$ cat src/rtl/minhash_topk_sorter.sv
// minhash_topk_sorter
// Streaming bottom-K MinHash sorter between the hasher and the extender.
// Collects {signature, index} pairs for one fragment, keeps the K smallest
// signatures in ascending order, then drains them in rank order with a
// position tag under a valid/ready handshake.
module minhash_topk_sorter #(
  parameter int SIG_W = 32,
  parameter int IDX_W = 4,
  parameter int K     = 2,
  parameter int DEDUP = 1,
  parameter int POS_W = $clog2(K)
) (
  input  logic             clk,
  input  logic             rst,
  input  logic             in_valid,
  output logic             in_ready,
  input  logic [SIG_W-1:0] in_signature,
  input  logic [IDX_W-1:0] in_index,
  input  logic             in_last,
  output logic             out_valid,
  input  logic             out_ready,
  output logic [SIG_W-1:0] out_signature,
  output logic [IDX_W-1:0] out_index,
  output logic [POS_W-1:0] out_position,
  output logic             out_last,
  output logic [POS_W:0]   count
);

  localparam logic ST_COLLECT = 1'b0;
  localparam logic ST_DRAIN   = 1'b1;

  localparam logic [POS_W:0]   CNT_FULL = (POS_W+1)'(K);
  localparam logic [POS_W:0]   CNT_ONE  = (POS_W+1)'(1);
  localparam logic [POS_W-1:0] PTR_ONE  = POS_W'(1);

  logic             state;
  logic [POS_W:0]   count_q;
  logic [POS_W-1:0] rd_ptr;

  // Slot array, ascending by signature; valid bits are contiguous from 0.
  logic [K-1:0]     ent_valid;
  logic [SIG_W-1:0] ent_sig [K];
  logic [IDX_W-1:0] ent_idx [K];

  // Per-slot compare results and the post-insert image of the array.
  logic [K-1:0]     le;
  logic [K-1:0]     eq;
  logic [K-1:0]     nxt_valid;
  logic [SIG_W-1:0] nxt_sig [K];
  logic [IDX_W-1:0] nxt_idx [K];

  logic accept;
  logic dup;
  logic discard;
  logic insert;
  logic drain_done;

  // le is a thermometer over the sorted slots: le[i] means slot i stays
  // below the insertion point. Each slot then keeps its entry, takes the
  // new pair, or takes its lower neighbour (shift up by one).
  for (genvar g = 0; g < K; g++) begin : g_slot
    assign le[g] = ent_valid[g] && (ent_sig[g] <= in_signature);
    assign eq[g] = ent_valid[g] && (ent_sig[g] == in_signature);

    if (g == 0) begin : g_head
      assign nxt_valid[g] = 1'b1;
      assign nxt_sig[g]   = le[g] ? ent_sig[g] : in_signature;
      assign nxt_idx[g]   = le[g] ? ent_idx[g] : in_index;
    end else begin : g_body
      assign nxt_valid[g] = le[g]   ? ent_valid[g]   :
                            le[g-1] ? 1'b1           : ent_valid[g-1];
      assign nxt_sig[g]   = le[g]   ? ent_sig[g]     :
                            le[g-1] ? in_signature   : ent_sig[g-1];
      assign nxt_idx[g]   = le[g]   ? ent_idx[g]     :
                            le[g-1] ? in_index       : ent_idx[g-1];
    end
  end

  assign accept = in_valid && in_ready;
  assign dup    = (DEDUP != 0) && (|eq);
  // le[K-1] is set only when the array is full and the new signature is not
  // below the largest stored one, i.e. the insertion point falls off the end.
  assign discard = dup || le[K-1];
  assign insert  = accept && !discard;

  assign drain_done = (state == ST_DRAIN) && out_ready && out_last;

  // Slot storage: parallel insert while collecting, bulk invalidate after
  // the final drain handshake.
  // NOTE: slot payloads are reset along with the valid bits so that the
  // output bus reads zero out of reset; this is K small registers, not a RAM.
  always_ff @(posedge clk or posedge rst) begin
    if (rst) begin
      ent_valid <= '0;
      for (int i = 0; i < K; i++) begin
        ent_sig[i] <= '0;
        ent_idx[i] <= '0;
      end
    end else if (drain_done) begin
      ent_valid <= '0;
    end else if (insert) begin
      ent_valid <= nxt_valid;
      for (int i = 0; i < K; i++) begin
        ent_sig[i] <= nxt_sig[i];
        ent_idx[i] <= nxt_idx[i];
      end
    end
  end

  // Control: COLLECT/DRAIN sequencing, stored-entry count, drain read pointer.
  // NOTE: all state here uses non-blocking assignments so every register
  // samples pre-edge values and the update order inside the block is irrelevant.
  always_ff @(posedge clk or posedge rst) begin
    if (rst) begin
      state   <= ST_COLLECT;
      count_q <= '0;
      rd_ptr  <= '0;
    end else if (state == ST_COLLECT) begin
      if (insert && (count_q != CNT_FULL)) begin
        count_q <= count_q + CNT_ONE;
      end
      if (accept && in_last) begin
        state <= ST_DRAIN;
      end
    end else if (out_ready) begin
      if (out_last) begin
        state   <= ST_COLLECT;
        count_q <= '0;
        rd_ptr  <= '0;
      end else begin
        rd_ptr <= rd_ptr + PTR_ONE;
      end
    end
  end

  assign in_ready      = (state == ST_COLLECT);
  assign out_valid     = (state == ST_DRAIN);
  assign out_signature = ent_sig[rd_ptr];
  assign out_index     = ent_idx[rd_ptr];
  assign out_position  = rd_ptr;
  assign out_last      = out_valid && ({1'b0, rd_ptr} == (count_q - CNT_ONE));
  assign count         = count_q;

endmodule

$ cat config.mk
export PLATFORM = sky130hd
export DESIGN_NAME = minhash_topk_sorter
export DESIGN_NICKNAME = d
export VERILOG_FILES = /design/src/rtl/minhash_topk_sorter.sv
export SDC_FILE = /design/constraint.sdc
export NUM_CORES = 1
export LEC_CHECK = 0
export ABC_AREA = 1
export CAP_MARGIN = 0
export CORE_ASPECT_RATIO = 0.75
export CORE_MARGIN = 2
export CORE_UTILIZATION = 50
export DETAILED_ROUTE_END_ITERATION = 10
export GPL_ROUTABILITY_DRIVEN = 0
export GPL_TIMING_DRIVEN = 0
export PLACE_DENSITY = 0.71
export SYNTH_ARGS = -nofsm -noshare
export SYNTH_HDL_FRONTEND = slang
export SYNTH_SLANG_ARGS = --single-unit
$ cat constraint.sdc
create_clock -name clk -period 3.97 [get_ports clk]
set_clock_uncertainty 0.05 [all_clocks]
set_input_delay 0.397 -clock clk [delete_from_list [all_inputs] [get_ports clk]]
set_output_delay 0.397 -clock clk [all_outputs]
set_load 0.05 [all_outputs]
==> impl_metrics.env, run 1 <==
export IMPL_synth_top_family_by_area="simple AND/OR/NAND/NOR gates"
export IMPL_cts_buffers=9
export IMPL_io_pins=83
export IMPL_path_clk_slew_ns=0.06
export IMPL_tightest_slew_ns=0.6277
export IMPL_std_cell_rows=33
export IMPL_power_total_mw=6.155
export IMPL_die_area_sq_um=11990
export IMPL_synth_edf_count=0
export IMPL_drc=0
export IMPL_clock_latency_ns=0.34
export IMPL_end_kind="output port"
export IMPL_synth_top_cell_area_share=0.3510
export IMPL_yosysTopAreaCell="dfrtp_1"
export IMPL_fin_crit_sh=0.8358
export IMPL_pwr_density_cell_nw_per_um2=890.8
export IMPL_async_flop_share=1.000
export IMPL_yosysSeqAreaShare=0.3510
export IMPL_vias=5444
export IMPL_stdcell_area_sq_um=6910
export IMPL_max_freq_ghz=0.3014
export IMPL_synth_simple_area_share=0.3291
export IMPL_hold_class="input port to async pin"
export IMPL_period_needed_ns=3.318
export IMPL_worstSetupStartpointType="flop"
export IMPL_num_antenna_cells=0
export IMPL_p_leak_nw=3.768
export IMPL_cts_root_buffer="clkbuf_16"
export IMPL_drtAntennaViolNets=0
export IMPL_post_cts_setup_buffers=0
export IMPL_yosys_warnings=0
export IMPL_synthAdderAreaFrac=0.1462
export IMPL_yosysUniqueCellTypes=23
export IMPL_antenna_found_initial=0
export IMPL_crit_required_ns=3.52
export IMPL_p_int_mw=2.980
export IMPL_combPwrFrac=0.609
export IMPL_cts_hold_fix_buffers=0
export IMPL_multi_input_area_sq_um=3062
export IMPL_io_buffers=82
export IMPL_drt_first_iter_violations=428
export IMPL_initial_core_util=0.5102
export IMPL_coreArea_sq_um=10900
export IMPL_holdWs_ns=0.3109
export IMPL_cts_max_level=3
export IMPL_setup_ws_ns=0.6519
export IMPL_drt_pass1_iter_count=4
export IMPL_cp_data_arrival_time_ns=2.87
export IMPL_wl_per_cell_um=15.16
export IMPL_grt_start_max_net_pins=63
export IMPL_postSynthAreaPerCell_sq_um=7.040
export IMPL_p_seq_frac=0.241
export IMPL_muxShareOfSynthArea=0
export IMPL_area_growth_pct=24.25
export IMPL_crit_fanout=10
export IMPL_p_switching_mw=3.175
export IMPL_synthTopCellsByArea="dfrtp_1 35%, nand2_1 24%, ha_1 15%"
export IMPL_rsz0062_at_grt="false"
export IMPL_cts_tree="yes"
export IMPL_die_h_um=95.34
export IMPL_ys_seq_elements=78
export IMPL_vdd_drop_max_mv=0.5628
export IMPL_final_net_count=990
export IMPL_wl_um=15580
export IMPL_clock_path_buffers=2
export IMPL_placed_area_sq_um=6588
export IMPL_hpwlAfterDp_um=11430
export IMPL_die_x_um=125.8
export IMPL_grt_use_total=0.2720
export IMPL_final_layout_size_suffix_gt1_frac=0.06419
export IMPL_synth_flop_cell="dfrtp_1"
export IMPL_syn_inst=790
export IMPL_maxCapViolCount=0
export IMPL_hold_viol_final=0
export IMPL_place_inst=1013
export IMPL_synth_xor_area_frac=0
export IMPL_slew_viol_final=0
export IMPL_vias_per_cell=5.296
export IMPL_swShare=0.5158
export IMPL_status="complete, no violations"
export IMPL_cts_sink_count=78
export IMPL_crit_type="flop to output port"
export IMPL_pre_cts_ws_ns=0.7561
export IMPL_postCtsResizedCells=0
export IMPL_setup_violations=0
export IMPL_syn_area_sq_um=5562
export IMPL_grt_ovfl_total=0
export IMPL_fillers=1024
export IMPL_grt_pass1_vias=5426
export IMPL_final_cell_count_no_fill=1028
export IMPL_power_clock_fraction=0.150
export IMPL_slew_headroom=0.5815
export IMPL_synth_fp_nets=896
export IMPL_synth_compound_area_frac=0.07514
export IMPL_grt_pass1_wl_um=26050
export IMPL_regArea_sq_um=1952
power groups by stage:
stage | Clock (mW) | Combinational, mW | Sequential (mW)
floorplan | 0 | 2.57 | 1.44
global placement | 0 | 3.62 | 1.46
detailed placement | 0 | 3.71 | 1.48
CTS | 0.930 | 3.75 | 1.48
global route | 0.957 | 4.12 | 1.53
finish | 0.921 | 3.75 | 1.49
layout make-up:
| cell class | count | share of cell area |
|---|---|---|
| plain buffers | 29 | 0.02770 |
| clock buffers | 11 | 0.03657 |
| clock inverters | 4 | 0.01014 |
| inverters | 95 | 0.05196 |
| multi-input cells | 588 | 0.4431 |
| flip-flops and latches | 78 | 0.2825 |
| well taps | 140 | 0.02535 |
| repair buffers | 83 | 0.1228 |
synth_stat cells, types with 2 or more instances:
master,instances
nand4_1,5
nand3_2,10
inv_1,92
nand2_4,2
buf_2,12
buf_6,9
inv_2,3
o21ai_0,45
clkbuf_1,8
dfrtp_1,78
ha_1,65
o21a_1,3
nor2_1,23
nand3_1,37
a21oi_1,31
nand2_1,360
metal layers:
layer  share of wire  wire [um]  track usage
met1            0.46       7233       0.3754
met2            0.46       7097       0.4315
met3           0.062        970      0.05499
met4           0.018        280      0.09341
met5               0          0            0
cells in the final DEF (no fill, tap or decap), types with 2 or more instances in the layout:
master and instances:
clkinv_2 2, dfrtp_1 78, clkbuf_8 2, inv_1 91, o21ai_0 45, nand4_1 5
nand2_4 2, o21a_1 3, clkbuf_16 9, a21oi_1 31, nand3_2 10, clkbuf_1 8
nand3_1 37, buf_6 9, nor2_1 23, bufinv_16 2, nand2_1 360, inv_2 3
clkdlybuf4s50_1 82, buf_2 12, ha_1 65
kinds of logic (layout without fill, tap and decap cells):
kind of cell               count (synthesis)  after routing
AOI/OAI and AO/OA                         81             81
adders and majority gates                 65             65
buffers and inverters                    124            222
DFF                                       78             78
and+or+nand+nor                          442            442
registers in the layout (all words and copies together) (netlist names):
| register | cells |
|---|---|
| ent_idx | 8 |
| out_position | 1 |
| ent_valid | 2 |
| ent_sig | 64 |
| count | 2 |
| out_valid | 1 |
critical path, stage by stage (launching register included):
cell             delay [ns]
dfrtp_1                0.34
clkbuf_1               0.47
clkbuf_1               0.55
nand2_1                0.10
o21ai_0                0.18
clkdlybuf4s50_1        0.88
metrics by stage:
stage / util / setup TNS [ns]
3_3_place_gp: 0.6016 / -0.1378
3_5_place_dp: 0.6043 / 0
4_1_cts: 0.6340 / 0
5_1_grt: 0.6340 / 0
6_report: 0.6340 / 0
2_1_floorplan: - / 0
final timing paths:
kind / start / endpoint / slack, ns / depth (start not counted)
min in group clk: ent_idx[5] / ent_idx[5] / 0.42 / 2
worst max-delay path: out_position / out_signature[15] / 0.65 / 5
worst max register to register: ent_sig[59] / ent_sig[52] / 1.29 / 14
max in group asynchronous: rst / ent_sig[42] / 2.97 / 3
worst min register to register: ent_idx[5] / ent_idx[5] / 0.42 / 2
worst min-delay path: rst / ent_sig[20] / 0.31 / 2
No activity file was read; power rests on OpenSTA's default activity.
==> inputs of run 2 (changes only) <==
==> constraint.sdc (replaced) <==
create_clock -name clk -period 3.2 [get_ports clk]
set_clock_uncertainty 0.05 [all_clocks]
set_input_delay 0.32 -clock clk [delete_from_list [all_inputs] [get_ports clk]]
set_output_delay 0.32 -clock clk [all_outputs]
set_load 0.05 [all_outputs]
==> impl_metrics.env, run 2 (same netlist as run 1, synthesis figures left out) <==
export IMPL_final_util=0.6344
export IMPL_power_total_mw=7.628
export IMPL_path_clk_slew_ns=0.06
export IMPL_crit_buf_inv=3
export IMPL_final_net_count=990
export IMPL_drc=0
export IMPL_die_h_um=95.34
export IMPL_wl_um=15520
export IMPL_grt_start_max_net_pins=63
export IMPL_grt_ovfl_total=0
export IMPL_top_register="ent_sig"
export IMPL_cts_buffers=9
export IMPL_reg_top3="ent_sig (64), ent_idx (8)"
export IMPL_r2r_end="ent_sig[52]"
export IMPL_cts_max_level=3
export IMPL_hold_class="input port to async pin"
export IMPL_worstRegToRegCells=14
export IMPL_grt_pass1_vias=5426
export IMPL_period_needed_ns=3.054
export IMPL_reg2reg_slack_ns=0.51
export IMPL_clock_latency_ns=0.34
export IMPL_drt_first_iter_violations=460
export IMPL_wl_met3_um=1063
export IMPL_cts_tree="yes"
export IMPL_grt_use_total=0.2720
export IMPL_fin_crit_sh=0.9545
export IMPL_vdd_drop_max_mv=0.6995
export IMPL_largest_reg_flops=64
export IMPL_stdcell_area_sq_um=6915
export IMPL_p_leak_nw=3.780
export IMPL_grt_pass1_wl_um=26050
export IMPL_vias=5427
export IMPL_setup_violations=0
export IMPL_wl_met1_um=7119
export IMPL_io_pins=83
export IMPL_layout_common_cells="360 x nand2_1, 91 x inv_1, 82 x clkdlybuf4s50_1"
export IMPL_vias_per_cell=5.279
export IMPL_initial_core_util=0.5102
export IMPL_critical_path_startpoint="out_position"
export IMPL_clock_path_buffers=2
export IMPL_route_top_layer_used="met4"
export IMPL_crit_type="flop to output port"
export IMPL_tightest_slew_ns=0.5813
export IMPL_crit_path_frequent_cell="clkbuf_1"
export IMPL_placed_area_sq_um=6588
export IMPL_cp_cell_sequence="clkbuf_1, clkbuf_1, o21ai_0, clkdlybuf4s50_1"
export IMPL_end_kind="output port"
export IMPL_crit_fanout=10
export IMPL_coreArea_sq_um=10900
export IMPL_crit_required_ns=2.83
export IMPL_maxCapViolCount=0
export IMPL_pwr_density_cell_nw_per_um2=1103
export IMPL_cts_root_buffer="clkbuf_16"
export IMPL_layout_commonest_cell="nand2_1"
export IMPL_place_inst=1013
export IMPL_wl_met2_um=7068
export IMPL_cts_sink_count=78
export IMPL_worstSetupStartpointType="flop"
export IMPL_drt_pass1_iter_count=5
export IMPL_wl_per_cell_um=15.09
export IMPL_final_layout_size_suffix_gt1_frac=0.06869
export IMPL_hpwlAfterDp_um=11430
export IMPL_drtAntennaViolNets=0
export IMPL_area_growth_pct=24.34
export IMPL_die_area_sq_um=11990
export IMPL_crit_reg2reg_launch="ent_sig[59]"
export IMPL_max_freq_ghz=0.3274
export IMPL_num_antenna_cells=0
export IMPL_std_cell_rows=33
export IMPL_slew_viol_final=0
export IMPL_slew_headroom=0.6124
export IMPL_post_cts_setup_buffers=0
export IMPL_rsz0062_at_grt="false"
export IMPL_die_x_um=125.8
export IMPL_crit_family="buffers and inverters"
export IMPL_critical_path_max_stage_delay_ns=0.76
export IMPL_io_buffers=82
export IMPL_antenna_found_initial=0
export IMPL_status="complete, no violations"
export IMPL_cp_data_arrival_time_ns=2.68
export IMPL_final_cell_count_no_fill=1028
export IMPL_slowest_stage="clkdlybuf4s50_1"
export IMPL_hold_viol_final=0
[run 2: cell counts in the layout (fill, tap and decap cells not counted)]
Identical to the previous run, type by type.
[run 2: worst max path at each step]
stage	cells past startpoint	to
after floorplan	3	out_index[0]
after global placement	2	ent_idx[3]
after detailed placement	16	ent_sig[52]
after CTS	5	out_signature[15]
after global routing	4	out_signature[15]
final	4	out_signature[15]
[run 2: cell type report]
class	instances	area, sq um
buffer	29	196.4
clock buffer	11	252.7
clock inverter	4	70.07
fill	1022	3985
inverter	95	359.1
multi-input combinational	588	3062
sequential	78	1952
tap	140	175.2
timing repair buffer	83	848.3
[run 2: layer usage]
metal  GRT usage  up-vias
met5           0        -
met4     0.09341        0
met3     0.05499       22
met2      0.4315      180
met1      0.3754     2556
li1            -     2669
[run 2: timing repair]
item,4_1_cts,5_1_grt
gates resized for setup,0,8
setup endpoints to repair,0,18
hold buffers,0,0
[run 2: where the power goes]
| group | internal, mW | switching (mW) | leakage, nW | total, mW |
|---|---|---|---|---|
| clock | 0.719 | 0.420 | 0.161 | 1.14 |
| combinational | 1.53 | 3.11 | 2.63 | 4.65 |
| sequential | 1.45 | 0.391 | 0.984 | 1.84 |
[run 2: per-stage QoR]
stage | hold WS, ns | setup TNS, ns | worst slack [ns]
4_1_cts | 0.2372 | 0 | 0.01282
3_5_place_dp | 0.4133 | 0 | 0.06313
3_3_place_gp | 0.4036 | -54.09 | -0.6972
2_1_floorplan | 0.3866 | 0 | 0.7174
5_1_grt | 0.2639 | 0 | 0.06209
6_report | 0.2356 | 0 | 0.1456
==> inputs of run 3 (changes only) <==
--- a/config.mk
+++ b/config.mk
@@ -14,6 +14,7 @@
 export GPL_ROUTABILITY_DRIVEN = 0
 export GPL_TIMING_DRIVEN = 0
 export PLACE_DENSITY = 0.71
+export SETUP_SLACK_MARGIN = 0.15
 export SYNTH_ARGS = -nofsm -noshare
 export SYNTH_HDL_FRONTEND = slang
 export SYNTH_SLANG_ARGS = --single-unit
==> impl_metrics.env, run 3 (same netlist as run 1, synthesis figures left out) <==
export IMPL_hpwlAfterDp_um=11430
export IMPL_die_area_sq_um=11990
export IMPL_slew_headroom=0.6525
export IMPL_cts_sink_count=78
export IMPL_setup_violations=0
export IMPL_cts_buffers=9
export IMPL_drt_pass1_iter_count=5
export IMPL_worstSetupStartpointType="flop"
export IMPL_cp_data_arrival_time_ns=2.55
export IMPL_path_clk_slew_ns=0.06
export IMPL_grt_use_total=0.2720
export IMPL_slew_viol_final=0
export IMPL_critical_path_startpoint="out_position"
export IMPL_placed_area_sq_um=6588
export IMPL_drtAntennaViolNets=0
export IMPL_final_net_count=990
export IMPL_grt_pass1_vias=5426
export IMPL_die_h_um=95.34
export IMPL_setup_ws_ns=0.2827
export IMPL_cts_root_buffer="clkbuf_16"
export IMPL_power_total_mw=7.621
export IMPL_crit_fanout=10
export IMPL_initial_core_util=0.5102
export IMPL_p_leak_nw=3.792
export IMPL_drt_first_iter_violations=454
export IMPL_io_buffers=82
export IMPL_grt_pass1_wl_um=26050
export IMPL_stdcell_area_sq_um=6913
export IMPL_maxCapViolCount=0
export IMPL_period_needed_ns=2.917
export IMPL_end_kind="output port"
export IMPL_status="complete, no violations"
export IMPL_num_antenna_cells=0
export IMPL_hold_class="input port to async pin"
export IMPL_std_cell_rows=33
export IMPL_tightest_slew_ns=0.5213
export IMPL_coreArea_sq_um=10900
export IMPL_max_freq_ghz=0.3428
export IMPL_cts_max_level=3
export IMPL_vias_per_cell=5.278
export IMPL_post_cts_setup_buffers=0
export IMPL_grt_ovfl_total=0
export IMPL_top_register="ent_sig"
export IMPL_crit_required_ns=2.83
export IMPL_largest_reg_flops=64
export IMPL_layout_commonest_cell="nand2_1"
export IMPL_crit_reg2reg_launch="ent_sig[59]"
export IMPL_cts_tree="yes"
export IMPL_clock_latency_ns=0.34
export IMPL_antenna_found_initial=0
export IMPL_die_x_um=125.8
export IMPL_final_util=0.6342
export IMPL_wl_per_cell_um=15.17
export IMPL_wl_um=15590
export IMPL_cts_hold_fix_buffers=0
export IMPL_fin_crit_sh=0.9116
export IMPL_io_pins=83
export IMPL_area_growth_pct=24.30
export IMPL_vdd_drop_max_mv=0.6780
export IMPL_pre_cts_ws_ns=0.06313
export IMPL_drc=0
export IMPL_layout_common_cells="360 x nand2_1, 91 x inv_1, 79 x clkdlybuf4s50_1"
export IMPL_hold_viol_final=0
export IMPL_pwr_density_cell_nw_per_um2=1102
export IMPL_fin_setup_tns_ns=0
export IMPL_rsz0062_at_grt="false"
export IMPL_final_layout_size_suffix_gt1_frac=0.06982
export IMPL_reg_top3="ent_sig (64), ent_idx (8)"
export IMPL_postCtsResizedCells=6
export IMPL_vias=5426
export IMPL_crit_type="flop to output port"
export IMPL_grt_start_max_net_pins=63
export IMPL_fillers=1022
export IMPL_clock_path_buffers=2
==> run 3: worst paths after layout <==
check / end / cells after the start / slack, ns
max in group asynchronous: ent_sig[42] / 3 / 2.27
min in group clk: ent_idx[5] / 2 / 0.42
worst min register to register: ent_idx[5] / 2 / 0.42
worst min-delay path: ent_sig[53] / 2 / 0.23
worst max-delay path: out_signature[15] / 4 / 0.28
worst max register to register: ent_sig[52] / 14 / 0.50
==> run 3: layout make-up <==
type	count	area [sq um]	area share
inverter	95	359.1	0.05195
tap	140	175.2	0.02534
clock buffer	11	252.7	0.03656
multi-input combinational	588	3062	0.4429
buffer	29	197.7	0.02860
timing repair buffer	83	844.6	0.1222
clock inverter	4	70.07	0.01014
sequential	78	1952	0.2824
==> run 3: critical path: stages (launching register included) <==
cell,delay (ns)
dfrtp_1,0.37
clkbuf_2,0.23
clkbuf_1,0.31
o21ai_0,0.41
clkdlybuf4s50_1,0.88
==> run 3: stage by stage <==
step	hold slack (ns)	std cells
2_1_floorplan	0.3866	790
3_3_place_gp	0.4036	1012
3_5_place_dp	0.4133	1013
4_1_cts	0.2372	1028
5_1_grt	0.2639	1028
6_report	0.2335	1028
==> run 3: power by group <==
group          internal (mW)  total [mW]  switching (mW)
clock network          0.719        1.14           0.421
logic                   1.52        4.64            3.12
registers               1.45        1.84           0.392
total                   3.69        7.62            3.93
==> run 3: per-layer routing <==
layer | GRT usage | vias up | wire (um)
li1 | - | 2664 | -
met1 | 0.3754 | 2560 | 7193
met2 | 0.4315 | 178 | 7090
met3 | 0.05499 | 24 | 1018
met4 | 0.09341 | 0 | 287
met5 | 0 | - | 0
